[config.mk]
export PLATFORM = sky130hd
export DESIGN_NAME = fft_frame_sink
export DESIGN_NICKNAME = d
export VERILOG_FILES = /design/src/rtl/fft_frame_sink.sv
export SDC_FILE = /design/constraint.sdc
export NUM_CORES = 1
export LEC_CHECK = 0
export ABC_AREA = 1
export BUFFER_PORTS_ARGS = -buffer_cell sky130_fd_sc_hd__buf_2
export CAP_MARGIN = 25
export CELL_PAD_IN_SITES_DETAIL_PLACEMENT = 0
export CELL_PAD_IN_SITES_GLOBAL_PLACEMENT = 1
export CORE_UTILIZATION = 38
export DETAILED_ROUTE_END_ITERATION = 8
export PLACE_DENSITY = 0.72
export SYNTH_ARGS = -nofsm -noshare
export SYNTH_HDL_FRONTEND = slang
export SYNTH_SLANG_ARGS = --single-unit
[constraint.sdc]
create_clock -name i_clk -period 8.7 [get_ports i_clk]
set_clock_uncertainty 0.1 [all_clocks]
set_input_delay 1.305 -clock i_clk [delete_from_list [all_inputs] [get_ports i_clk]]
set_output_delay 1.305 -clock i_clk [all_outputs]
set_load 0.05 [all_outputs]
[src/rtl/fft_frame_sink.sv]
//------------------------------------------------------------------------------
// Module      : fft_frame_sink
// Description : Output-side frame buffer for fft_computer. It collects one
//               N-point frame from the core's valid/ready output port, then
//               replays the frame to a downstream consumer over a second
//               valid/ready port. Fill and drain alternate and never overlap.
//               Optional feature macro: FFT_SINK_BITREV_EN. When it is
//               defined, the write address is the bit-reversal of the arrival
//               index, so the core's bit-reversed output comes out in natural
//               bin order.
// Revision    : 1.0 - initial release
//------------------------------------------------------------------------------
`default_nettype none

module fft_frame_sink #(
  parameter int LOG2N = 4,
  parameter int DW    = 32
) (
  input  logic          i_clk,
  input  logic          i_rst_n,
  input  logic          i_data_valid,
  input  logic [DW-1:0] i_data,
  output logic          o_data_ready,
  output logic          o_data_valid,
  output logic [DW-1:0] o_data,
  input  logic          i_data_ready,
  output logic          o_frame_done,
  output logic [7:0]    o_frame_cnt
);

  localparam int               c_depth = 1 << LOG2N;
  localparam logic [LOG2N-1:0] c_zero  = '0;
  localparam logic [LOG2N-1:0] c_one   = LOG2N'(1);
  localparam logic [LOG2N-1:0] c_last  = LOG2N'(c_depth - 1);

  typedef enum logic [0:0] {
    ST_FILL  = 1'b0,
    ST_DRAIN = 1'b1
  } state_t;

  state_t           state_q, state_d;
  logic [LOG2N-1:0] wr_cnt_q, wr_cnt_d;
  logic [LOG2N-1:0] rd_cnt_q, rd_cnt_d;
  logic             ready_q, ready_d;
  logic             valid_q, valid_d;
  logic             done_q, done_d;
  logic [DW-1:0]    data_q, data_d;
  logic [7:0]       frame_cnt_q, frame_cnt_d;

  // Frame storage; deliberately not reset, a reset only discards the frame.
  logic [DW-1:0]    mem_q [c_depth];

  logic             w_accept;
  logic             w_xfer;
  logic             w_wr_en;
  logic [LOG2N-1:0] w_waddr;
  logic [LOG2N-1:0] w_rd_next;

  assign w_accept  = (state_q == ST_FILL) & ready_q & i_data_valid;
  assign w_xfer    = (state_q == ST_DRAIN) & valid_q & i_data_ready;
  // A word offered on the same edge that reset is sampled must not land.
  assign w_wr_en   = w_accept & i_rst_n;
  assign w_rd_next = rd_cnt_q + c_one;

`ifdef FFT_SINK_BITREV_EN
  // Store arrival index k at the bit-reversed address so that a linear
  // read-out yields natural bin order.
  for (genvar gi = 0; gi < LOG2N; gi++) begin : g_bitrev
    assign w_waddr[gi] = wr_cnt_q[LOG2N-1-gi];
  end
`else
  assign w_waddr = wr_cnt_q;
`endif

  // Next-state and registered-output computation for the fill/drain FSM.
  always_comb begin
    state_d     = state_q;
    wr_cnt_d    = wr_cnt_q;
    rd_cnt_d    = rd_cnt_q;
    ready_d     = ready_q;
    valid_d     = valid_q;
    data_d      = data_q;
    done_d      = 1'b0;
    frame_cnt_d = frame_cnt_q;

    case (state_q)
      ST_FILL: begin
        ready_d = 1'b1;
        valid_d = 1'b0;
        if (w_accept) begin
          wr_cnt_d = wr_cnt_q + c_one;
          if (wr_cnt_q == c_last) begin
            // The final write never targets address 0 (reverse of all-ones
            // is all-ones), so mem_q[0] already holds its word here.
            state_d  = ST_DRAIN;
            wr_cnt_d = c_zero;
            ready_d  = 1'b0;
            valid_d  = 1'b1;
            data_d   = mem_q[c_zero];
          end
        end
      end

      ST_DRAIN: begin
        ready_d = 1'b0;
        valid_d = 1'b1;
        if (w_xfer) begin
          rd_cnt_d = w_rd_next;
          data_d   = mem_q[w_rd_next];
          if (rd_cnt_q == c_last) begin
            state_d     = ST_FILL;
            rd_cnt_d    = c_zero;
            ready_d     = 1'b1;
            valid_d     = 1'b0;
            done_d      = 1'b1;
            frame_cnt_d = frame_cnt_q + 8'd1;
          end
        end
      end

      default: begin
        state_d = ST_FILL;
      end
    endcase
  end

  // State, counters and output registers with synchronous active-low reset.
  always_ff @(posedge i_clk) begin
    if (!i_rst_n) begin
      state_q     <= ST_FILL;
      wr_cnt_q    <= c_zero;
      rd_cnt_q    <= c_zero;
      ready_q     <= 1'b0;
      valid_q     <= 1'b0;
      done_q      <= 1'b0;
      data_q      <= '0;
      frame_cnt_q <= 8'd0;
    end else begin
      state_q     <= state_d;
      wr_cnt_q    <= wr_cnt_d;
      rd_cnt_q    <= rd_cnt_d;
      ready_q     <= ready_d;
      valid_q     <= valid_d;
      done_q      <= done_d;
      data_q      <= data_d;
      frame_cnt_q <= frame_cnt_d;
    end
  end

  // Buffer write port, enabled only on an accepted upstream word.
  always_ff @(posedge i_clk) begin
    if (w_wr_en) begin
      mem_q[w_waddr] <= i_data;
    end
  end

  assign o_data_ready = ready_q;
  assign o_data_valid = valid_q;
  assign o_data       = data_q;
  assign o_frame_done = done_q;
  assign o_frame_cnt  = frame_cnt_q;

endmodule

`default_nettype wire

==> run metrics, run 1 <==
Crit path required time=9090 ps; Post-CTS Hold Buffers=0; most common cell in the netlist=nand2_1; Fill cells=between 5k and 6k; worst setup path end=o_data[13]$_SDFFE_PN0P_; flops & latches, synth=between 500 and 600; Slew Viols, Final=0; post-route setup slack=4667 ps; Critical Path Source Type=flop; WL per Instance=about 19 um; CP peak stage delay=slightly above 800 ps; Final Hold Fails=0; Synth async-reset ratio=0%; 1st-pass router iterations=5; Die ar.=between 60000 and 70000 um^2; layout cells sized above 1=under 10%; Critical Path Sink Type=flop; Via Count=about 15k; Rows=90; mapped cell area=23250 um^2; ant diodes=0; initial antenna violation count=1; CTS resizes=0; Num CTS Buffers=between 50 and 60; Final ANT Viol Nets=0; critical path arrival=4430 ps; post-synthesis adder-cell area fraction=less than 1%; Commonest cells post-synth=nand2_1 (789), edfxtp_1 (512), nand3_1 (374), inv_1 (181), clkbuf_1 (75); reg-to-reg critical path startpoint=o_data_valid$_SDFF_PN0_; Synth area leader=edfxtp_1; post-synthesis compound-gate area fraction=under 10%; DRC Markers=0; Die X=249.4 um; P per Cell Area=~200 nW/um^2; Mapped Cells=2184; number of synthesized flops with an enable pin=~510; H-tree depth=2; status=complete, no violations; largest net degree at the start of global routing=90; vias per std cell=4.975; P&R area growth vs syn=13.51%; xor and xnor area share after synthesis=less than 1%; # setup viols final=0; I/O pin total=about 80; gr usage total=18.34%; yosys warns=0; Root Driver=clkbuf_16; r2r endpoint=o_data[13]$_SDFFE_PN0P_; Post-DP HPWL=between 30000 and 40000 um; Die H=between 200 and 250 um; Syn Area/Cell=10.65 um^2; number of port buffers=78; post-synthesis mux area share=0%; Net Count, Synth=around 2.2k; Worst Hold Class=flop to flop; pre-CTS setup slack=4546 ps; Critical path origin=o_data_valid$_SDFF_PN0_; Worst path slowest cell=inv_2; final-stage net count=around 2.3k; synth top area cells=edfxtp_1 (66%), nand2_1 (13%), nand3_1 (8.1%), dfxtp_1 (4.4%), inv_1 (2.9%); Synth Area in Simple Gates=a little over a fifth; main combinational cell family by area after synthesis=simple AND/OR/NAND/NOR gates; routed wire length=56760 um; vias in the first global route=between 10k and 15k; Core Region=between 60000 and 70000 um^2; Clock Latency Late Sink=between 600 and 700 ps; CP Cell Sequence=inv_2 -> nand3_1 -> inv_1 -> nand4_2 -> nand2_2 -> inv_1 -> a21oi_1 -> a21oi_1; normalized max-slew margin=between 20% and 30%; Worst-path clk slew=~60 ps; Least-Margin Pin Slew=roughly 1100 ps; grt ovf=0; Max rail drop VDD=around 0.00014 V; P_leak=just over 10 nW; flop2flop setup slack=approximately 4700 ps; first-pass GRT wire length=about 87000 um; Setup Fix Bufs, Post-CTS=0; Iter 0 DRT Violations=1169; Synth Flop Type=edfxtp_1; area of the multi-input gates=5837 um^2; Max clock buf depth=3; reg2reg path depth=8; setup TNS=0 ps; worst-path fanout max=53; Final GP Congestion=0.7791; Fmax achieved=approximately 0.25 GHz; sequential fraction of the synthesis area=around 71%; TritonCTS clock tree=yes; MaxCap Viol Count=0; RSZ-0062 raised after global routing=no; Yosys cell types=25; register area=around 16000 um^2; Crit Path Category=flop to flop; initial core utilization=between 30% and 40%; Layout Utilization=43.73%; Sink Count=around 560; Tmin final=between 4000 and 5000 ps; final period utilization=a little under half; Synth top area share=66.13%
## cells by family (layout without fill, tap and decap cells)
kind of cell / Yosys count / in the layout
adder cells (fa/ha/maj): 6 / 6
XOR/XNOR: 5 / 5
buffers and inverters: 305 / 395
flip-flops: 563 / 563
AND/OR/NAND/NOR: 1205 / 1205
AO/OA/AOI/OAI: 100 / 100
## sequential cells by signal (all words and copies together), names as in the netlist
register,cells
rd_cnt_q,4
mem_q,512
w_waddr,4
o_frame_done,1
o_frame_cnt,8
o_data_valid,1
o_data_ready,1
o_data,32
## routing by layer
layer  track usage (%)  up-vias  wire [um]
met5                 0        -         13
met4             6.085        2       1501
met3             2.696       96       3076
met2             29.35      369      26190
met1             25.60     7313      25980
li1                  -     7425          -
## cells in the final DEF, fill, tap and decap left out, types with 2 or more instances in the layout
cell type,count
a21oi_1,54
a31oi_1,2
buf_12,6
buf_16,2
buf_2,78
buf_4,21
bufinv_16,2
clkbuf_1,11
clkbuf_16,58
clkbuf_8,3
clkinv_1,9
clkinv_2,16
dfxtp_1,49
edfxtp_1,512
ha_1,5
inv_1,180
inv_6,5
nand2_1,788
nand3_1,374
nand4_1,2
nor2_1,12
nor2_4,13
nor3_1,5
nor3_2,3
o21ai_0,42
or2_2,5
xnor2_2,2
xor2_4,2
## worst min-delay path by stage
stage	to	slack [ps]	cells past startpoint	startpoint
after floorplan	rd_cnt_q[1]$_SDFFE_PN0P_	360	2	rd_cnt_q[1]$_SDFFE_PN0P_
after global placement	o_frame_cnt[7]$_SDFFE_PN0P_	370	2	o_frame_cnt[7]$_SDFFE_PN0P_
after detailed placement	o_frame_cnt[7]$_SDFFE_PN0P_	400	2	o_frame_cnt[7]$_SDFFE_PN0P_
after CTS	o_frame_cnt[7]$_SDFFE_PN0P_	410	2	o_frame_cnt[7]$_SDFFE_PN0P_
after global routing	o_frame_cnt[7]$_SDFFE_PN0P_	430	2	o_frame_cnt[7]$_SDFFE_PN0P_
final	o_frame_cnt[7]$_SDFFE_PN0P_	410	2	o_frame_cnt[7]$_SDFFE_PN0P_
## through the flow
stage | hold slack (ps) | std cells | cell area [um^2] | total power (W)
after global routing | 430.5 | 3056 | 26390 | 0.005484
after floorplan | 362.7 | 2184 | 23250 | 0.003035
after CTS | 409.8 | 3056 | 26390 | 0.005387
after detailed placement | 395.4 | 2951 | 24630 | 0.003088
final | 408.5 | 3056 | 26390 | 0.005343
after global placement | 371.8 | 2943 | 24460 | 0.003084
## worst max-delay path, delay by kind of cell (launching register included)
kind,cells,cell delay (ps)
buffers and inverters,3,1500
DFF,1,650
AOI/OAI and AO/OA,2,360
and+or+nand+nor,3,1260
## cell type report
class,count,area share [%]
Multi-Input combinational cell,1316,22.12
Sequential cell,563,62.14
Inverter,183,2.631
Timing Repair Buffer,107,2.740
Clock inverter,32,0.8202
Clock buffer,73,5.841
Tap cell,782,3.707
## where the power goes
group	switching [W]	internal, W	total (W)	leakage [nW]
logic	0.0000574	0.0000126	0.0000700	4.40
clock network	0.00101	0.00131	0.00231	0.877
registers	0.00000310	0.00296	0.00296	5.02
(Power assumes the default switching activity.)
==> run 2: changes to the inputs <==
ABC_AREA = 0   (was 1)
PLACE_DENSITY = 0.68   (was 0.72)
clock period = 3.75 ns   (was 8.7 ns; I/O delays follow)
==> run metrics, run 2 <==
status=complete, no violations; fin cells=1998 (-35%); number of port buffers=78 (unchanged); flops & latches, synth=563 (unchanged); max reg flops=512 (unchanged); vias in the first global route=10.85k (-26%); MaxCap Viol Count=0 (unchanged); Crit Path Category=flop to flop; most frequent cells in the layout=edfxtp_1 (512), mux4_2 (110), buf_2 (78); initial antenna violation count=2 (+1); worst-path fanout max=54 (+1.9%); main combinational cell family by area after synthesis=multiplexers; Via Count=10.78k (-29%); RSZ-0062 raised after global routing=no; Final ANT Viol Nets=0 (unchanged); Mapped Cells=1083 (-50%); Max clock buf depth=3 (unchanged); P_leak=7.772 nW (-24%); P&R area growth vs syn=15.70%; Commonest cells post-synth=edfxtp_1 (512), mux4_2 (110), nor2_1 (70), dfxtp_1 (51), mux2i_1 (46); Die H=240.9 um (-3.4%); Die ar.=58020 um^2 (-6.7%); TritonCTS clock tree=yes; Synth async-reset ratio=0% (unchanged); I/O pin total=79 (unchanged); Net Count, Synth=1125 (-49%); H-tree depth=2 (unchanged); vias per std cell=5.395 (+8.4%); Rows=87 (-3.3%); number of synthesized flops with an enable pin=512 (unchanged); Worst Hold Class=primary input to flop; Die X=240.9 um (-3.4%); Slew Viols, Final=0 (unchanged); Layout Utilization=44.49% (+0.77 points); dpl cells=1894 (-36%); P per Cell Area=494.4 nW/um^2 (+140%); Synth top area share=70.90% (+4.8 points); WL per Instance=25.02 um (+35%); Synth area leader=edfxtp_1; Final GP Congestion=0.7314 (-6.1%); hold slack=237.8 ps (-170.7 ps); Setup Fix Bufs, Post-CTS=0 (unchanged); largest net degree at the start of global routing=104 (+16%); setup TNS=0 ps (unchanged); commonest non-fill, non-tap cell in the layout=edfxtp_1; Clock Latency Late Sink=590 ps (-20 ps); Synth Area in Simple Gates=2.660% (-19 points); Syn Area/Cell=20.02 um^2 (+88%); Synth Flop Type=edfxtp_1; post-synthesis adder-cell area fraction=0.3462% (+0.023 points); post-synthesis compound-gate area fraction=3.877% (+1.7 points); register with the most flip-flops=mem_q; Yosys cell types=38 (+52%); Post-CTS Hold Buffers=0 (unchanged); post-synthesis mux area share=15.31% (+15 points); initial core utilization=38.46% (-0.063 points); Core Region=56390 um^2 (-6.6%); # setup viols final=0 (unchanged); Post-DP HPWL=25970 um (-17%); grt ovf=0 (unchanged); gr usage total=17.56% (-0.78 points); Crit path required time=4120 ps (-4970 ps); Max rail drop VDD=0.0003017 V (+120%); sequential fraction of the synthesis area=75.61% (+5.1 points); Fmax achieved=0.3551 GHz (+43%); Critical Path Sink Type=flop; normalized max-slew margin=39.10% (+12 points); layout cells sized above 1=29.49% (+20 points); Sink Count=563 (unchanged); yosys warns=0 (unchanged); Final Hold Fails=0 (unchanged); DRC Markers=0 (unchanged); mapped cell area=21680 um^2 (-6.7%); Worst-path clk slew=70 ps (about the same); synth top area cells=edfxtp_1 (71%), mux4_2 (11%), dfxtp_1 (4.7%), mux2i_1 (2.1%), mux2_2 (1.8%); most common cell in the netlist=edfxtp_1; routed wire length=50000 um (-12%); final-stage net count=1237 (-46%); first-pass GRT wire length=73340 um (-16%); critical path arrival=3180 ps (-1250 ps); 1st-pass router iterations=6 (+1); Tmin final=2816 ps (-1216 ps); final period utilization=75.10% (+29 points); CTS resizes=0 (unchanged); xor and xnor area share after synthesis=0.6751% (+0.45 points); total power draw=0.01240 W (+130%); Critical Path Source Type=flop; Iter 0 DRT Violations=960 (-18%); Least-Margin Pin Slew=913.5 ps (-178.2 ps); Root Driver=clkbuf_16; Num CTS Buffers=55 (-3.5%)
run 2: report_power, final:
group,switching (W),total (W),internal (W)
Combinational,0.000117,0.000149,0.0000314
Clock,0.00225,0.00539,0.00314
Sequential,0.00000920,0.00687,0.00686
run 2: path summary, 6_finish.rpt:
check | start | to | slack [ps] | depth (start not counted)
min | i_data[15] | mem_q[8][15]$_DFFE_PP_ | 240 | 1
min reg2reg | o_data[5]$_SDFFE_PN0P_ | o_data[5]$_SDFFE_PN0P_ | 400 | 1
max reg2reg | rd_cnt_q[0]$_SDFFE_PN0P_ | o_data[28]$_SDFFE_PN0P_ | 930 | 6
max | rd_cnt_q[0]$_SDFFE_PN0P_ | o_data[28]$_SDFFE_PN0P_ | 930 | 6
run 2: worst max-delay path, stage by stage, from the launching register on:
cell      delay [ps]
dfxtp_4          370
ha_4             790
buf_4            370
mux4_2           320
mux2_2           270
a222oi_1         340
a21oi_1          110
run 2: cell type report:
| type | instances | area, um^2 |
|---|---|---|
| repair buffers | 117 | 808.3 |
| well taps | 756 | 945.9 |
| inverters | 5 | 18.77 |
| fillers | 4848 | 31300 |
| diodes | 1 | 2.502 |
| flip-flops and latches | 563 | 16400 |
| clock inverters | 17 | 131.4 |
| multi-input cells | 453 | 5136 |
| clock buffers | 86 | 1645 |
run 2: metal layers:
layer / vias to the layer above / GRT usage (%) / wire length (um) / share of wire (%)
li1: 4681 / - / - / -
met1: 5708 / 24.96 / 22340 / 45
met2: 316 / 28.13 / 23920 / 48
met3: 73 / 2.917 / 2742 / 5.5
met4: 2 / 4.565 / 989 / 2.0
met5: - / 0 / 13 / 0.026
run 2: logic make-up (layout without fill, tap and decap cells):
kind of cell	Yosys count	count (layout)
flops	563	563
mux	190	190
simple gates	130	130
compound gates	112	112
buf+inv	67	225
xor+xnor	15	15
fa+ha+maj	6	6
other cells	0	1
run 2: through the flow:
| step | instance area (um^2) | setup WS [ps] |
|---|---|---|
| finish | 25090 | 933.9 |
| global route | 25090 | 770.0 |
| CTS | 25090 | 887.8 |
| detailed placement | 23310 | 904.2 |
| global placement | 23310 | 924.9 |
| floorplan | 21710 | 438.5 |
